## config.mk

```make
export PLATFORM = sky130hd
export DESIGN_NAME = demux_conductual_1x4_4bits_flat
export DESIGN_NICKNAME = d
export VERILOG_FILES = /design/src/rtl/demux_conductual_1x4_4bits_pkg.sv /design/src/rtl/demux_conductual_1x4_4bits_if.sv /design/src/rtl/demux_conductual_1x2_4bits.sv /design/src/rtl/demux_conductual_1x4_4bits.sv /design/src/flat_wrapper.sv
export SDC_FILE = /design/constraint.sdc
export NUM_CORES = 1
export LEC_CHECK = 0
export CORE_UTILIZATION = 47
export DETAILED_ROUTE_END_ITERATION = 10
export HOLD_SLACK_MARGIN = 0.06
export PLACE_DENSITY = 0.87
export SYNTH_ARGS = -nofsm -noshare
export SYNTH_HDL_FRONTEND = slang
export SYNTH_SLANG_ARGS = --single-unit
```

## constraint.sdc

```tcl
create_clock -name clok -period 1.6 [get_ports clok]
set_clock_uncertainty 0.1 [all_clocks]
set_input_delay 0.32 -clock clok [delete_from_list [all_inputs] [get_ports clok]]
set_output_delay 0.32 -clock clok [all_outputs]
set_load 0.05 [all_outputs]
```

## src/rtl/demux_conductual_1x4_4bits_pkg.sv

```systemverilog
// Shared constants for the 1x4 bus demux: default width, lane indices
// (same order as the 4x1 mux selector) and the data reset value.
package demux_conductual_1x4_4bits_pkg;

    localparam int BUS_WIDTH_DEF = 4;

    // Lane index constants, matching the mux selector encoding
    localparam logic [1:0] LANE1 = 2'd0;
    localparam logic [1:0] LANE2 = 2'd1;
    localparam logic [1:0] LANE3 = 2'd2;
    localparam logic [1:0] LANE4 = 2'd3;

    localparam logic DATA_RST_BIT = 1'b0;

endpackage

```

## src/rtl/demux_conductual_1x4_4bits_if.sv

```systemverilog
// Bus bundle between the link receive logic and the 1x4 demux.
// slave  : the demux side (consumes the input word, drives the lanes)
// master : the side that feeds the demux and watches the lanes
interface demux_conductual_1x4_4bits_if
    import demux_conductual_1x4_4bits_pkg::*;
#(
    parameter int BUS_WIDTH = BUS_WIDTH_DEF
);
    logic                 valid_in;
    logic [BUS_WIDTH-1:0] bus_in;
    logic [1:0]           selector_2bits;
    logic [BUS_WIDTH-1:0] out1, out2, out3, out4;
    logic                 valid_out1, valid_out2, valid_out3, valid_out4;

    modport slave (
        input  valid_in, bus_in, selector_2bits,
        output out1, out2, out3, out4,
        output valid_out1, valid_out2, valid_out3, valid_out4
    );

    modport master (
        output valid_in, bus_in, selector_2bits,
        input  out1, out2, out3, out4,
        input  valid_out1, valid_out2, valid_out3, valid_out4
    );
endinterface

```

## src/rtl/demux_conductual_1x2_4bits.sv

```systemverilog
// Registered 1x2 demux: steers a valid word to path A (selector=0) or
// path B (selector=1). A data register loads only when its path gets a
// valid word; the pass bit rides along with valid words so the next tree
// level can use it as its own select.
module demux_conductual_1x2_4bits
    import demux_conductual_1x4_4bits_pkg::*;
#(
    parameter int BUS_WIDTH = BUS_WIDTH_DEF
) (
    input  logic                 clok,
    input  logic                 reset_L,
    input  logic                 valid_in,
    input  logic [BUS_WIDTH-1:0] bus_in,
    input  logic                 selector,
    input  logic                 pass_in,
    output logic [BUS_WIDTH-1:0] out_a,
    output logic [BUS_WIDTH-1:0] out_b,
    output logic                 valid_a,
    output logic                 valid_b,
    output logic                 pass_out
);
    logic w_ld_a;
    logic w_ld_b;

    assign w_ld_a = valid_in & ~selector;
    assign w_ld_b = valid_in &  selector;

    // Valid strobes: single-cycle pulse per word, cleared otherwise
    always_ff @(posedge clok or negedge reset_L) begin
        if (!reset_L) begin
            valid_a <= 1'b0;
            valid_b <= 1'b0;
        end else begin
            valid_a <= w_ld_a;
            valid_b <= w_ld_b;
        end
    end

    // Data and pass bit: load only on a valid word, hold otherwise
    always_ff @(posedge clok or negedge reset_L) begin
        if (!reset_L) begin
            out_a    <= {BUS_WIDTH{DATA_RST_BIT}};
            out_b    <= {BUS_WIDTH{DATA_RST_BIT}};
            pass_out <= 1'b0;
        end else begin
            if (w_ld_a)   out_a    <= bus_in;
            if (w_ld_b)   out_b    <= bus_in;
            if (valid_in) pass_out <= pass_in;
        end
    end
endmodule

```

## src/rtl/demux_conductual_1x4_4bits.sv

```systemverilog
// 1x4 valid-qualified bus demux built as a two-level registered 1x2 tree.
// Stage 1 splits on sel[0] and carries sel[1] with the word; stage 2
// splits each path on that registered bit. Latency is two clok cycles.
// Optional build macro DEMUX_ROUND_ROBIN_EN replaces selector_2bits with
// an internal lane counter that advances on every valid word.
module demux_conductual_1x4_4bits
    import demux_conductual_1x4_4bits_pkg::*;
#(
    parameter int BUS_WIDTH = BUS_WIDTH_DEF
) (
    input  logic                           clok,
    input  logic                           reset_L,
    demux_conductual_1x4_4bits_if.slave    bus
);
    logic [1:0]           w_sel;
    logic [BUS_WIDTH-1:0] w_data_a, w_data_b;
    logic                 w_vld_a, w_vld_b;
    logic                 w_sel1;

`ifdef DEMUX_ROUND_ROBIN_EN
    logic [1:0] r_lane_cnt;

    // Lane counter: advances once per valid word, wraps 3->0
    always_ff @(posedge clok or negedge reset_L) begin
        if (!reset_L)          r_lane_cnt <= LANE1;
        else if (bus.valid_in) r_lane_cnt <= r_lane_cnt + 2'd1;
    end

    // The word uses the count before this cycle's increment
    assign w_sel = r_lane_cnt;
`else
    assign w_sel = bus.selector_2bits;
`endif

    // Stage 1: split on sel[0], carry sel[1] along with the word
    demux_conductual_1x2_4bits #(.BUS_WIDTH(BUS_WIDTH)) u_stage1 (
        .clok     (clok),
        .reset_L  (reset_L),
        .valid_in (bus.valid_in),
        .bus_in   (bus.bus_in),
        .selector (w_sel[0]),
        .pass_in  (w_sel[1]),
        .out_a    (w_data_a),
        .out_b    (w_data_b),
        .valid_a  (w_vld_a),
        .valid_b  (w_vld_b),
        .pass_out (w_sel1)
    );

    // Stage 2, path A (even lanes): out1 / out3
    demux_conductual_1x2_4bits #(.BUS_WIDTH(BUS_WIDTH)) u_stage2_a (
        .clok     (clok),
        .reset_L  (reset_L),
        .valid_in (w_vld_a),
        .bus_in   (w_data_a),
        .selector (w_sel1),
        .pass_in  (1'b0),
        .out_a    (bus.out1),
        .out_b    (bus.out3),
        .valid_a  (bus.valid_out1),
        .valid_b  (bus.valid_out3),
        .pass_out ()
    );

    // Stage 2, path B (odd lanes): out2 / out4
    demux_conductual_1x2_4bits #(.BUS_WIDTH(BUS_WIDTH)) u_stage2_b (
        .clok     (clok),
        .reset_L  (reset_L),
        .valid_in (w_vld_b),
        .bus_in   (w_data_b),
        .selector (w_sel1),
        .pass_in  (1'b0),
        .out_a    (bus.out2),
        .out_b    (bus.out4),
        .valid_a  (bus.valid_out2),
        .valid_b  (bus.valid_out4),
        .pass_out ()
    );
endmodule

```

## src/flat_wrapper.sv

```systemverilog
// flat-port wrapper written by rule: the top's interface ports become plain ports
module demux_conductual_1x4_4bits_flat import demux_conductual_1x4_4bits_pkg::*;
#(
    parameter int BUS_WIDTH = BUS_WIDTH_DEF
)
  (clok, reset_L, bus_valid_in, bus_bus_in, bus_selector_2bits, bus_out1, bus_out2, bus_out3, bus_out4, bus_valid_out1, bus_valid_out2, bus_valid_out3, bus_valid_out4);
  demux_conductual_1x4_4bits_if #(.BUS_WIDTH(BUS_WIDTH)) bus_i ();
  input  logic clok;
  input  logic reset_L;
  input wire logic [$bits(bus_i.valid_in)-1:0] bus_valid_in;
  input wire logic [$bits(bus_i.bus_in)-1:0] bus_bus_in;
  input wire logic [$bits(bus_i.selector_2bits)-1:0] bus_selector_2bits;
  output wire logic [$bits(bus_i.out1)-1:0] bus_out1;
  output wire logic [$bits(bus_i.out2)-1:0] bus_out2;
  output wire logic [$bits(bus_i.out3)-1:0] bus_out3;
  output wire logic [$bits(bus_i.out4)-1:0] bus_out4;
  output wire logic [$bits(bus_i.valid_out1)-1:0] bus_valid_out1;
  output wire logic [$bits(bus_i.valid_out2)-1:0] bus_valid_out2;
  output wire logic [$bits(bus_i.valid_out3)-1:0] bus_valid_out3;
  output wire logic [$bits(bus_i.valid_out4)-1:0] bus_valid_out4;
  assign bus_i.valid_in = bus_valid_in;
  assign bus_i.bus_in = bus_bus_in;
  assign bus_i.selector_2bits = bus_selector_2bits;
  assign bus_out1 = bus_i.out1;
  assign bus_out2 = bus_i.out2;
  assign bus_out3 = bus_i.out3;
  assign bus_out4 = bus_i.out4;
  assign bus_valid_out1 = bus_i.valid_out1;
  assign bus_valid_out2 = bus_i.valid_out2;
  assign bus_valid_out3 = bus_i.valid_out3;
  assign bus_valid_out4 = bus_i.valid_out4;
  demux_conductual_1x4_4bits #(.BUS_WIDTH(BUS_WIDTH)) u_core (.clok(clok), .reset_L(reset_L), .bus(bus_i));
endmodule
```

# Yosys cells after proc, flatten, opt, wreduce, memory -nomap -nowiden
# Cells that the tools add are included.
[totals] reg_bits=31 elab_cells=21 in_bits=9 out_inout_bits=20
[classes] bitwise=8
[op_table] op="$and A1 B1 Y1" n=6
[op_table] op="$not A1 Y1" n=2

# Logic depth before layout (Yosys ltp)
[depth] ltp_word=2 ltp_mapped=3

# Hierarchy
# From an unflattened synthesis, not the netlist that was laid out.
[hier_totals] hier_cells=73 hier_area_um2=1186.1
[modules_own_cells] mod="demux_conductual_1x2_4bits" area_each_um2=394.1 n_inst=3 cells_per_inst=24
[modules_own_cells] mod="demux_conductual_1x4_4bits" area_each_um2=3.8 n_inst=1 cells_per_inst=1

# Worst setup path after synthesis
# OpenSTA, ideal clock, no wires.
[synth_timing] path_type="register to register" from="register u_core.u_stage1.pass_out" to="register u_core.u_stage2_a.out_a[0]" t_arrival_ps=943 synth_period_minus_slack_ps=1168 stages_incl_launch_ff=4 slack_ps=432 t_required_ps=1375 cell_sequence="dfrtp_1 > nor2b_1 > buf_6 > mux2_4"
[synth_via] elab_chain_len=2
[synth_rtl] item="from (decl)" line="demux_conductual_1x2_4bits.sv:20" rtl="output logic pass_out"
[synth_rtl] item="from (signal assigned)" line="demux_conductual_1x2_4bits.sv:48" rtl="if (valid_in) pass_out <= pass_in;"
[synth_rtl] item="$not A1 Y1" line="demux_conductual_1x2_4bits.sv:25" rtl="assign w_ld_a = valid_in & ~selector;"
[synth_rtl] item="$and A1 B1 Y1" line="demux_conductual_1x2_4bits.sv:25"
[synth_rtl] item="net u_core.u_stage2_a.w_ld_a" line="demux_conductual_1x2_4bits.sv:22" rtl="logic w_ld_a;"
[synth_rtl] item="to (signal assigned)" line="demux_conductual_1x2_4bits.sv:42" rtl="out_a <= {BUS_WIDTH{DATA_RST_BIT}};"
[synth_rtl] item="to (signal assigned)" line="demux_conductual_1x2_4bits.sv:46" rtl="if (w_ld_a) out_a <= bus_in;"
[synth_rtl] item="to (decl)" line="demux_conductual_1x2_4bits.sv:16" rtl="output logic [BUS_WIDTH-1:0] out_a,"
# The timed path passes the listed nets, and every way through them passes these cells.
# A chain may end at the register's enable or synchronous reset.

# Worst setup path after layout
[layout_timing] from="register u_core.u_stage1.pass_out" to="register u_core.u_stage2_a.out_a[0]"
[layout_via] elab_chain_len=2
[layout_rtl] item="$not A1 Y1" line="demux_conductual_1x2_4bits.sv:25"
[layout_rtl] item="$and A1 B1 Y1" line="demux_conductual_1x2_4bits.sv:25"
# No other way between the ends.

==> results.tsv <==
metric	value	unit
crit_chain	nor2b_1, buf_4, mux2_4	
synth_cell_types	9	
hold_path.class	input port to asynchronous set/reset pin	
max_cap_viol_count	0	
die_w	51.2	µm
yosys_warnings	0	
r2r_cells	3	
yosys.area.top_type	dfrtp_1	
io_pins	29	
synth_area	1140	µm²
cts.sinks	31	
required	1.70	ns
p_total	2.95	mW
antenna_found_initial	0	
numCtsBuffers	5	
cp_max_fo	5	
synth_area_leaders	dfrtp_1, mux2_2, mux2_4	
vias	669	
die_y	51.2	µm
synth_ff_type	dfrtp_1	
n_antenna_cell	0	
crit_path_max_incr_delay	0.45	ns
setup_viol	0	
period_minus_slack	1.41	ns
grt_pass1_vias	707	
finish.cell_count_without_fillers	133	
overflow	0	
core	2250	µm²
clk_pin_slew	0.10	ns
routed_wirelength	2140	µm
ant_nets	0	
clock_latency	0.32	ns
reg2reg_to	u_core.u_stage2_a.out_a[0]	
drt-initial-drc-count	2	
start_kind	flip-flop	
cpMaxStageDelayCell	dfrtp_1	
num_rows	17	
clockRootBuffer	clkbuf_4	
start_util	50.6	%
synthMostInstantiatedCell	dfrtp_1	
drc	0	
cts_resized	0	
syn_nets	77	
relSlewSlack	74.7	%
finalHoldViolations	0	
via_per_inst	5.03	
yosysTopAreaCellShare	68.1	%
dpl.cell_count	125	
grt_use_total	19.1	%
fmax	708	MHz
ys_seq_area_share	68.1	%
status	complete, no violations	
async_flop_share	100	%
place_congestion	0.760	
hold_buffers	0	
htreeDepth	2	
layout.nets	113	
criticalPathCategory	flip-flop to flip-flop	
r2r_start	u_core.u_stage1.pass_out	
finalMaxSlewViolations	0	
drive_gt1_share	52.4	%
setup_slack	0.188	ns
io_buffers	28	
reg2reg_slack	0.19	ns
dpl.hpwl	1630	µm
area_delta_synth_final	51.6	%
cts_tree	built	
irDropWorstVdd	1.26	mV
synth_common_cells	dfrtp_1, mux2_2, inv_1	
crit_arrival	1.51	ns
drt_pre_antenna_iters	3	
die-area	2630	µm²
post_cts_buffers	0	
clockBufferDepth	2	
netlist_instances	68	
avgSynthCellArea	16.8	µm²
rsz0062_at_grt	false	
critPathCaptureType	flip-flop	
ys_seq_elements	31	
tightestPinTransition	0.379	ns
setup_tns	0	ns
fin_crit_sh	88.3	%
grt_max_degree	32	
place_ws	-0.0440	ns
powerDensity	1710	nW/µm²
grt_pass1_wl	3370	µm
wl_per_cell	16.1	µm
synth_edf_count	0	
leakage	0.815	nW
state kept, by name, indices dropped and copies added, names as in the netlist:
register and cells:
u_core.u_stage1.out_a 4, u_core.u_stage1.out_b 4, u_core.u_stage2_a.out_a 4, u_core.u_stage2_a.out_b 4, u_core.u_stage2_b.out_a 4, u_core.u_stage2_b.out_b 4, u_core.u_stage1.pass_out 1, u_core.u_stage1.valid_a 1
u_core.u_stage1.valid_b 1, u_core.u_stage2_a.valid_a 1, u_core.u_stage2_a.valid_b 1, u_core.u_stage2_b.valid_a 1, u_core.u_stage2_b.valid_b 1
placed cells by master (no fill, tap or decap):
cell	Yosys	layout
dfrtp_1	31	31
mux2_2	21	21
buf_12	0	20
clkdlybuf4s50_1	0	8
inv_1	5	5
clkbuf_4	0	5
mux2_4	4	4
nand2_1	3	3
clkbuf_8	0	2
buf_4	0	2
nor2b_1	1	1
nand2b_1	1	1
nand2b_4	1	1
clkbuf_1	0	1
final cells by class:
| type | count | area (µm²) |
|---|---|---|
| clock buffer | 8 | 68.8 |
| inverter | 5 | 18.8 |
| sequential | 31 | 776 |
| tap | 28 | 35.0 |
| fill | 138 | 527 |
| multi-input combinational | 31 | 334 |
| timing repair buffer | 30 | 495 |
report_power, final:
| part | leakage, nW | switching [mW] | internal (mW) |
|---|---|---|---|
| Clock | 0.0386 | 0.251 | 0.258 |
| Combinational | 0.401 | 0.625 | 0.680 |
| Sequential | 0.375 | 0.184 | 0.954 |
per-stage QoR:
stage               hold slack (ns)  utilization, %  instance area (µm²)
global route                  0.301            76.6                 1730
CTS                           0.288            76.6                 1730
global placement              0.412            73.6                 1660
finish                        0.283            76.6                 1730
floorplan                   -0.0756               -                 1140
detailed placement            0.418            73.6                 1660
critical path, delay by kind of cell, from the launching register on:
kind                   cells  cell delay (ns)
DFF                        1             0.45
muxes                      1             0.31
and+or+nand+nor            1             0.23
buffers and inverters      1             0.20
worst max-delay path by stage:
| stage | end | slack, ns | start | depth (start not counted) |
|---|---|---|---|---|
| final | u_core.u_stage2_a.out_a[0] | 0.19 | u_core.u_stage1.pass_out | 3 |
| after global routing | u_core.u_stage2_a.out_a[0] | 0.17 | u_core.u_stage1.pass_out | 3 |
| after CTS | u_core.u_stage2_a.out_a[0] | 0.19 | u_core.u_stage1.pass_out | 3 |
| after detailed placement | u_core.u_stage1.out_a[2] | -0.04 | bus_selector_2bits[0] | 3 |
| after global placement | u_core.u_stage1.out_a[2] | 0.02 | bus_selector_2bits[0] | 3 |
| after floorplan | u_core.u_stage2_a.out_a[0] | 0.43 | u_core.u_stage1.pass_out | 3 |
cells by family after synthesis:
group / after synthesis / share of synthesized area, %
AND/OR/NAND/NOR: 6 / 3.29
multiplexers: 25 / 26.0
flip-flops: 31 / 68.1
buffers and inverters: 6 / 2.63
layer usage:
metal | vias up | global-route usage [%] | routed length [µm]
met4 | 0 | 8.11 | 30
met2 | 19 | 33.1 | 1220
met5 | - | 0 | 0
met1 | 344 | 20.5 | 792
li1 | 301 | - | -
met3 | 5 | 7.44 | 102
No activity file was read; power rests on OpenSTA's default activity.
